<file path="config.mk">
export PLATFORM = sky130hd
export DESIGN_NAME = barrett_reduce_pipe_flat
export DESIGN_NICKNAME = d
export VERILOG_FILES = /design/src/rtl/mod_reduce_pkg.sv /design/src/rtl/barrett_reduce_pipe_if.sv /design/src/rtl/mod_cond_sub2.sv /design/src/rtl/barrett_reduce_pipe.sv /design/src/flat_wrapper.sv
export SDC_FILE = /design/constraint.sdc
export NUM_CORES = 1
export LEC_CHECK = 0
export CAP_MARGIN = 10
export CORE_MARGIN = 2
export CORE_UTILIZATION = 30
export CTS_BUF_LIST = sky130_fd_sc_hd__clkbuf_2
export DETAILED_ROUTE_END_ITERATION = 12
export HOLD_SLACK_MARGIN = 0.15
export SYNTH_ARGS = -nofsm -noshare
export SYNTH_HDL_FRONTEND = slang
export SYNTH_SLANG_ARGS = --single-unit
</file>
<file path="constraint.sdc">
create_clock -name clk -period 10.4 [get_ports clk]
set_clock_uncertainty 0.1 [all_clocks]
set_input_delay 2.08 -clock clk [delete_from_list [all_inputs] [get_ports clk]]
set_output_delay 2.08 -clock clk [all_outputs]
set_load 0.02 [all_outputs]
</file>
<file path="src/rtl/mod_reduce_pkg.sv">
// rtl/mod_reduce_pkg.sv - modulus constants and Barrett helpers shared by reduction/NTT blocks
package mod_reduce_pkg;

   localparam int              DIL_K  = 23;
   localparam longint unsigned DIL_Q  = 64'd8380417;
   localparam longint unsigned DIL_MU = 64'd8396807;

   localparam int              KYB_K  = 12;
   localparam longint unsigned KYB_Q  = 64'd3329;
   localparam longint unsigned KYB_MU = 64'd5039;

   function automatic longint unsigned calc_mu(input int k, input longint unsigned q);
      return (64'd1 << (2 * k)) / q;
   endfunction

   // Barrett with a single conditional-subtract stage only holds for 2^(K-1) < Q < 2^K.
   function automatic bit barrett_params_ok(input int k, input int data_width,
                                            input longint unsigned q, input longint unsigned mu);
      return (data_width == 2 * k) &&
             (q > (64'd1 << (k - 1))) &&
             (q < (64'd1 << k)) &&
             (mu == calc_mu(k, q));
   endfunction

endpackage

</file>
<file path="src/rtl/barrett_reduce_pipe_if.sv">
// rtl/barrett_reduce_pipe_if.sv - input/output stream handshake bundle of the Barrett reducer
interface barrett_reduce_pipe_if #(
   parameter int DATA_WIDTH = 46,
   parameter int Q_WIDTH    = 23,
   parameter int TAG_WIDTH  = 8
);
   logic                  in_valid;
   logic                  in_ready;
   logic [DATA_WIDTH-1:0] data_in;
   logic [TAG_WIDTH-1:0]  tag_in;
   logic                  out_valid;
   logic                  out_ready;
   logic [Q_WIDTH-1:0]    data_out;
   logic [TAG_WIDTH-1:0]  tag_out;
   logic                  busy;

   modport master (
      output in_valid, data_in, tag_in, out_ready,
      input  in_ready, out_valid, data_out, tag_out, busy
   );

   modport slave (
      input  in_valid, data_in, tag_in, out_ready,
      output in_ready, out_valid, data_out, tag_out, busy
   );
endinterface

</file>
<file path="src/rtl/mod_cond_sub2.sv">
// rtl/mod_cond_sub2.sv - combinational r mod Q for r < 3Q via at most one of two subtractions
module mod_cond_sub2 #(
   parameter int W = 23
) (
   input  logic [W+1:0] i_r,
   input  logic [W+1:0] i_q,
   output logic [W-1:0] o_res
);
   logic [W+1:0] w_2q;
   logic [W+1:0] w_sel;

   // 3Q < 2^(W+2) because Q < 2^W, so both candidates fit without overflow.
   assign w_2q = i_q << 1;

   always_comb begin
      w_sel = i_r;
      if (i_r >= w_2q) begin
         w_sel = i_r - w_2q;
      end else if (i_r >= i_q) begin
         w_sel = i_r - i_q;
      end
   end

   assign o_res = W'(w_sel);
endmodule

</file>
<file path="src/rtl/barrett_reduce_pipe.sv">
// rtl/barrett_reduce_pipe.sv - 4-stage stallable Barrett reduction x mod Q with sideband tag
module barrett_reduce_pipe
   import mod_reduce_pkg::*;
#(
   parameter int              Q_WIDTH    = 23,
   parameter longint unsigned Q          = 64'd8380417,
   parameter int              DATA_WIDTH = 46,
   parameter longint unsigned MU         = 64'd8396807,
   parameter int              TAG_WIDTH  = 8
) (
   input  logic                  clk,
   input  logic                  rst_n,
   barrett_reduce_pipe_if.slave  bus
);
   localparam int K  = Q_WIDTH;
   localparam int PW = 2 * K + 2;
   localparam int RW = K + 2;

   localparam logic [K:0]    MU_C = (K + 1)'(MU);
   localparam logic [RW-1:0] Q_C  = RW'(Q);

   if (!barrett_params_ok(K, DATA_WIDTH, Q, MU)) begin : g_param_check
      $error("barrett_reduce_pipe: inconsistent Q, Q_WIDTH, DATA_WIDTH or MU");
   end

   logic                 w_advance;
   logic [K:0]           w_q1;
   logic [PW-1:0]        w_p;
   logic [K:0]           w_q3;
   logic [RW-1:0]        w_m;
   logic [RW-1:0]        w_r;
   logic [K-1:0]         w_res;

   logic                 r_s1_valid;
   logic [PW-1:0]        r_s1_p;
   logic [RW-1:0]        r_s1_xl;
   logic [TAG_WIDTH-1:0] r_s1_tag;

   logic                 r_s2_valid;
   logic [RW-1:0]        r_s2_m;
   logic [RW-1:0]        r_s2_xl;
   logic [TAG_WIDTH-1:0] r_s2_tag;

   logic                 r_s3_valid;
   logic [RW-1:0]        r_s3_r;
   logic [TAG_WIDTH-1:0] r_s3_tag;

   logic                 r_s4_valid;
   logic [K-1:0]         r_s4_data;
   logic [TAG_WIDTH-1:0] r_s4_tag;

   // The whole pipe moves as one; only the output beat can block it.
   assign w_advance = !r_s4_valid || bus.out_ready;

   assign w_q1 = (K + 1)'(bus.data_in >> (K - 1));
   assign w_p  = PW'(w_q1) * PW'(MU_C);
   assign w_q3 = (K + 1)'(r_s1_p >> (K + 1));

   // Only the low K+2 bits of x and q3*Q matter: the true remainder is below 3Q < 2^(K+2).
   assign w_m  = RW'(w_q3) * Q_C;
   assign w_r  = r_s2_xl - r_s2_m;

   mod_cond_sub2 #(
      .W(K)
   ) u_cond_sub2 (
      .i_r  (r_s3_r),
      .i_q  (Q_C),
      .o_res(w_res)
   );

   always_ff @(posedge clk) begin
      if (!rst_n) begin
         r_s1_valid <= 1'b0;
         r_s2_valid <= 1'b0;
         r_s3_valid <= 1'b0;
         r_s4_valid <= 1'b0;
         r_s4_data  <= '0;
         r_s4_tag   <= '0;
      end else if (w_advance) begin
         r_s1_valid <= bus.in_valid;
         r_s2_valid <= r_s1_valid;
         r_s3_valid <= r_s2_valid;
         r_s4_valid <= r_s3_valid;
         r_s4_data  <= w_res;
         r_s4_tag   <= r_s3_tag;
      end
   end

   // Datapath needs no reset: bubbles carry don't-care payload behind a cleared valid.
   always_ff @(posedge clk) begin
      if (w_advance) begin
         r_s1_p   <= w_p;
         r_s1_xl  <= RW'(bus.data_in);
         r_s1_tag <= bus.tag_in;
         r_s2_m   <= w_m;
         r_s2_xl  <= r_s1_xl;
         r_s2_tag <= r_s1_tag;
         r_s3_r   <= w_r;
         r_s3_tag <= r_s2_tag;
      end
   end

   assign bus.in_ready  = w_advance;
   assign bus.out_valid = r_s4_valid;
   assign bus.data_out  = r_s4_data;
   assign bus.tag_out   = r_s4_tag;
   assign bus.busy      = r_s1_valid | r_s2_valid | r_s3_valid | r_s4_valid;
endmodule

</file>
<file path="src/flat_wrapper.sv">
// flat-port wrapper written by rule: the top's interface ports become plain ports
module barrett_reduce_pipe_flat import mod_reduce_pkg::*;
#(
   parameter int              Q_WIDTH    = 23,
   parameter longint unsigned Q          = 64'd8380417,
   parameter int              DATA_WIDTH = 46,
   parameter longint unsigned MU         = 64'd8396807,
   parameter int              TAG_WIDTH  = 8
)
  (clk, rst_n, bus_in_valid, bus_data_in, bus_tag_in, bus_out_ready, bus_in_ready, bus_out_valid, bus_data_out, bus_tag_out, bus_busy);
  barrett_reduce_pipe_if #(.DATA_WIDTH(DATA_WIDTH), .Q_WIDTH(Q_WIDTH), .TAG_WIDTH(TAG_WIDTH)) bus_i ();
  input  logic clk;
  input  logic rst_n;
  input wire logic [$bits(bus_i.in_valid)-1:0] bus_in_valid;
  input wire logic [$bits(bus_i.data_in)-1:0] bus_data_in;
  input wire logic [$bits(bus_i.tag_in)-1:0] bus_tag_in;
  input wire logic [$bits(bus_i.out_ready)-1:0] bus_out_ready;
  output wire logic [$bits(bus_i.in_ready)-1:0] bus_in_ready;
  output wire logic [$bits(bus_i.out_valid)-1:0] bus_out_valid;
  output wire logic [$bits(bus_i.data_out)-1:0] bus_data_out;
  output wire logic [$bits(bus_i.tag_out)-1:0] bus_tag_out;
  output wire logic [$bits(bus_i.busy)-1:0] bus_busy;
  assign bus_i.in_valid = bus_in_valid;
  assign bus_i.data_in = bus_data_in;
  assign bus_i.tag_in = bus_tag_in;
  assign bus_i.out_ready = bus_out_ready;
  assign bus_in_ready = bus_i.in_ready;
  assign bus_out_valid = bus_i.out_valid;
  assign bus_data_out = bus_i.data_out;
  assign bus_tag_out = bus_i.tag_out;
  assign bus_busy = bus_i.busy;
  barrett_reduce_pipe #(.Q_WIDTH(Q_WIDTH), .Q(Q), .DATA_WIDTH(DATA_WIDTH), .MU(MU), .TAG_WIDTH(TAG_WIDTH)) u_core (.clk(clk), .rst_n(rst_n), .bus(bus_i));
endmodule
</file>
==> flow_summary.yaml <==
layout:
  instances_no_fill: 1843
  drive_above_1_share_pct: 4.296
  fin_nets: 1590
  multiInputGateArea_um2: 7288
  nFillCells: 4372
  syn2layout_area_growth_pct: 14.32
  ff_latch_area_um2: 5145
worst_setup_path:
  crit_arrival_ns: 6.92
  startpoint: "bus_data_in[40]"
  worstSetupPathType: "in2reg"
  path_buf_inv: 5
  end_kind: "flip-flop"
  critPathCapture: "u_core.r_s1_p[46]"
  reg2regPathDepth: 15
  path_delay_family: "adder cells"
  critical-path-max-stage-delay_ns: 0.76
  rr_startpoint: "u_core.r_s1_p[29]"
  required_ns: 10.88
  worst_path_most_repeated_cell: "inv_1"
  cpMaxStageDelayCell: "clkdlybuf4s50_1"
  startpoint_type: "input port"
  path_max_fanout: 9
  r2r_slack_ns: 4.80
  r2r-end: "u_core.r_s2_m[24]"
  critical_path_depth: 18
  cp_cell_sequence: "clkdlybuf4s50_1 -> inv_1 -> fa_1 -> inv_1 -> ha_1 -> inv_1 -> fa_1 -> inv_1 -> ha_1 -> ha_1 -> nand3_1 -> a211oi_1 -> o211ai_1 -> o211ai_1 -> nand3_1 -> a31oi_1 -> o2111ai_1 -> xnor2_1"
floorplan:
  fp-row-count: 76
  dieHeight_um: 213.2
  initial_core_util_pct: 30.42
  die_area_um2: 45470
  io_pins: 92
  core-area_um2: 43170
  fp.dieW_um: 213.2
sta:
  max_freq_ghz: 0.1553
  rsz0062_at_grt: "no"
  finalHoldViolations: 0
  setup_tns_ns: 0
  final_max_slew_viol_count: 0
  fin_hold_ws_ns: 0.3285
  period_share_pct: 61.92
  slew_headroom_pct: 39.58
  final-setup-viol-count: 0
  fin_crit_ns: 6.440
  worst_slew_pin_slew_ns: 0.9063
min_path:
  hold_start: "u_core.r_s2_tag[2]"
  holdPathStages: 0
  hold_path.class: "reg2reg"
routing:
  drt_iter0_drc: 628
  num_vias: 8399
  routedWlPerCell_um: 13.82
  dr.pass1.iters: 6
  via_per_inst: 4.557
  drc: 0
  postRouteAntennaNets: 0
  route.final.wire_length_mm: 25.47
clock_network:
  ctsResizeCount: 0
  cts_tree: "done"
  numClockSinks: 183
  cts_max_level: 4
  clk_latency_ns: 0.78
  cts_setup_buffers: 0
  cts_hold_buf: 0
  clock_path_buffers: 2
  clockRootBuffer: "clkbuf_2"
  clk_pin_slew_ns: 0.29
  cts_buffers: 17
yosys:
  synth_ff_type: "edfxtp_1"
  async_flop_share_pct: 0
  synth-seq-cells: 183
  syn_inst: 1145
  yosysWarnings: 0
  ys_seq_area_share_pct: 39.17
  syn_nets: 1491
  synth-edff-count: 148
  syn_area_um2: 13130
  yosysTopAreaCell: "edfxtp_1"
  yosys.area.top_type_share_pct: 33.84
  ys_types: 67
  avgSynthCellArea_um2: 11.47
  synth.area.top_cells: "edfxtp_1 34%, ha_1 20%, fa_1 12%"
global_routing:
  grt_max_degree: 76
  antenna_found_initial: 1
  first_global_vias: 8649
  grt_usage_pct: 11.92
  grt_pass1_wl_mm: 42.61
  overflow: 0
job:
  drv_cap: 0
placed_design:
  dp_hpwl_mm: 20.62
  place_inst: 1810
  port_buffers: 91
  place_congestion: 0.8836
outcome:
  outcome: "finished, final reports clean"
flip-flops by register name, indices dropped and copies added (netlist names):
| name | flops |
|---|---|
| u_core.bus.tag_out | 8 |
| u_core.r_s1_tag | 8 |
| u_core.r_s2_m | 25 |
| u_core.r_s3_r | 25 |
| u_core.r_s1_p | 24 |
| u_core.r_s2_xl | 25 |
| u_core.r_s1_valid | 1 |
| u_core.bus.data_out | 23 |
| u_core.r_s2_valid | 1 |
| u_core.r_s3_valid | 1 |
| u_core.r_s1_xl | 25 |
| u_core.r_s3_tag | 8 |
| u_core.bus.out_valid | 1 |
| u_core.r_s2_tag | 8 |
through the flow:
| step | util (%) | setup slack (ns) | area, um2 |
|---|---|---|---|
| 2_1_floorplan | - | 1.462 | 13130 |
| 3_3_place_gp | 34.16 | 3.200 | 14750 |
| 3_5_place_dp | 34.16 | 3.109 | 14750 |
| 4_1_cts | 34.77 | 4.077 | 15010 |
| 5_1_grt | 34.78 | 3.669 | 15010 |
| 6_report | 34.78 | 3.960 | 15010 |
per-layer routing:
| layer | vias to the layer above | part of all wire (%) | GRT usage (%) |
|---|---|---|---|
| li1 | 4238 | - | - |
| met1 | 4001 | 46 | 15.18 |
| met2 | 143 | 50 | 20.96 |
| met3 | 17 | 3.3 | 1.839 |
| met4 | 0 | 1.2 | 3.281 |
| met5 | - | 0 | 0 |
layout by cell type (no fill, tap or decap), types with 4 or more instances in the layout:
master / count
clkdlybuf4s50_1: 91
o21bai_1: 4
inv_1: 171
a21oi_1: 66
xnor2_1: 61
fa_1: 76
a31oi_1: 11
and2_1: 5
nand4_1: 7
clkbuf_2: 18
or3_1: 4
nor2_1: 42
nor2b_1: 10
ha_1: 212
inv_6: 4
xor2_1: 20
nand3_1: 15
o21a_1: 9
a21o_1: 22
dfxtp_1: 35
a211oi_1: 19
edfxtp_1: 148
o21ai_0: 40
nor3_1: 13
o211ai_1: 9
and3_1: 7
or2_2: 4
a211o_1: 4
nand2_1: 60
synth_stat cells, types with 4 or more instances:
cell and n:
a211o_1 4, a211oi_1 19, a21o_1 22, a21oi_1 66, a31oi_1 11, and2_1 5
and3_1 7, clkbuf_1 10, dfxtp_1 35, edfxtp_1 148, fa_1 76, ha_1 212
inv_1 171, nand2_1 60, nand3_1 15, nand4_1 7, nor2_1 42, nor2b_1 10
nor3_1 13, o211ai_1 9, o21a_1 9, o21ai_0 40, o21bai_1 4, or2_2 4
or3_1 4, xnor2_1 61, xor2_1 20
area by class of cell:
type / count / area share (%)
multi-input cells: 776 / 48.54
flip-flops and latches: 183 / 34.27
repair buffers: 94 / 6.217
well taps: 585 / 4.875
inverters: 172 / 4.333
clock inverters: 14 / 1.150
clock buffers: 18 / 0.6000
diodes: 1 / 0.01667
cells by family (layout without fill, tap and decap cells):
family / count (synthesis) / count (layout) / share of synthesized area, %
XOR/XNOR: 81 / 81 / 5.402
AO/OA/AOI/OAI: 221 / 221 / 11.17
other: 0 / 1 / 0
adder cells (fa/ha/maj): 288 / 288 / 31.78
buffers and inverters: 186 / 298 / 5.335
AND/OR/NAND/NOR: 185 / 185 / 7.059
flip-flops: 183 / 183 / 39.17
multiplexers: 1 / 1 / 0.07622
worst min path at each step:
stage                               endpoint
after floorplan            u_core.r_s2_m[12]
after detailed placement   u_core.r_s2_xl[1]
after global routing      u_core.r_s2_tag[1]
final                     u_core.r_s3_tag[2]
after global placement    u_core.r_s3_tag[7]
after CTS                 u_core.r_s3_tag[2]
Power is not shown: default switching activity piles up to over one toggle a cycle in this logic, so the estimate is an artifact.
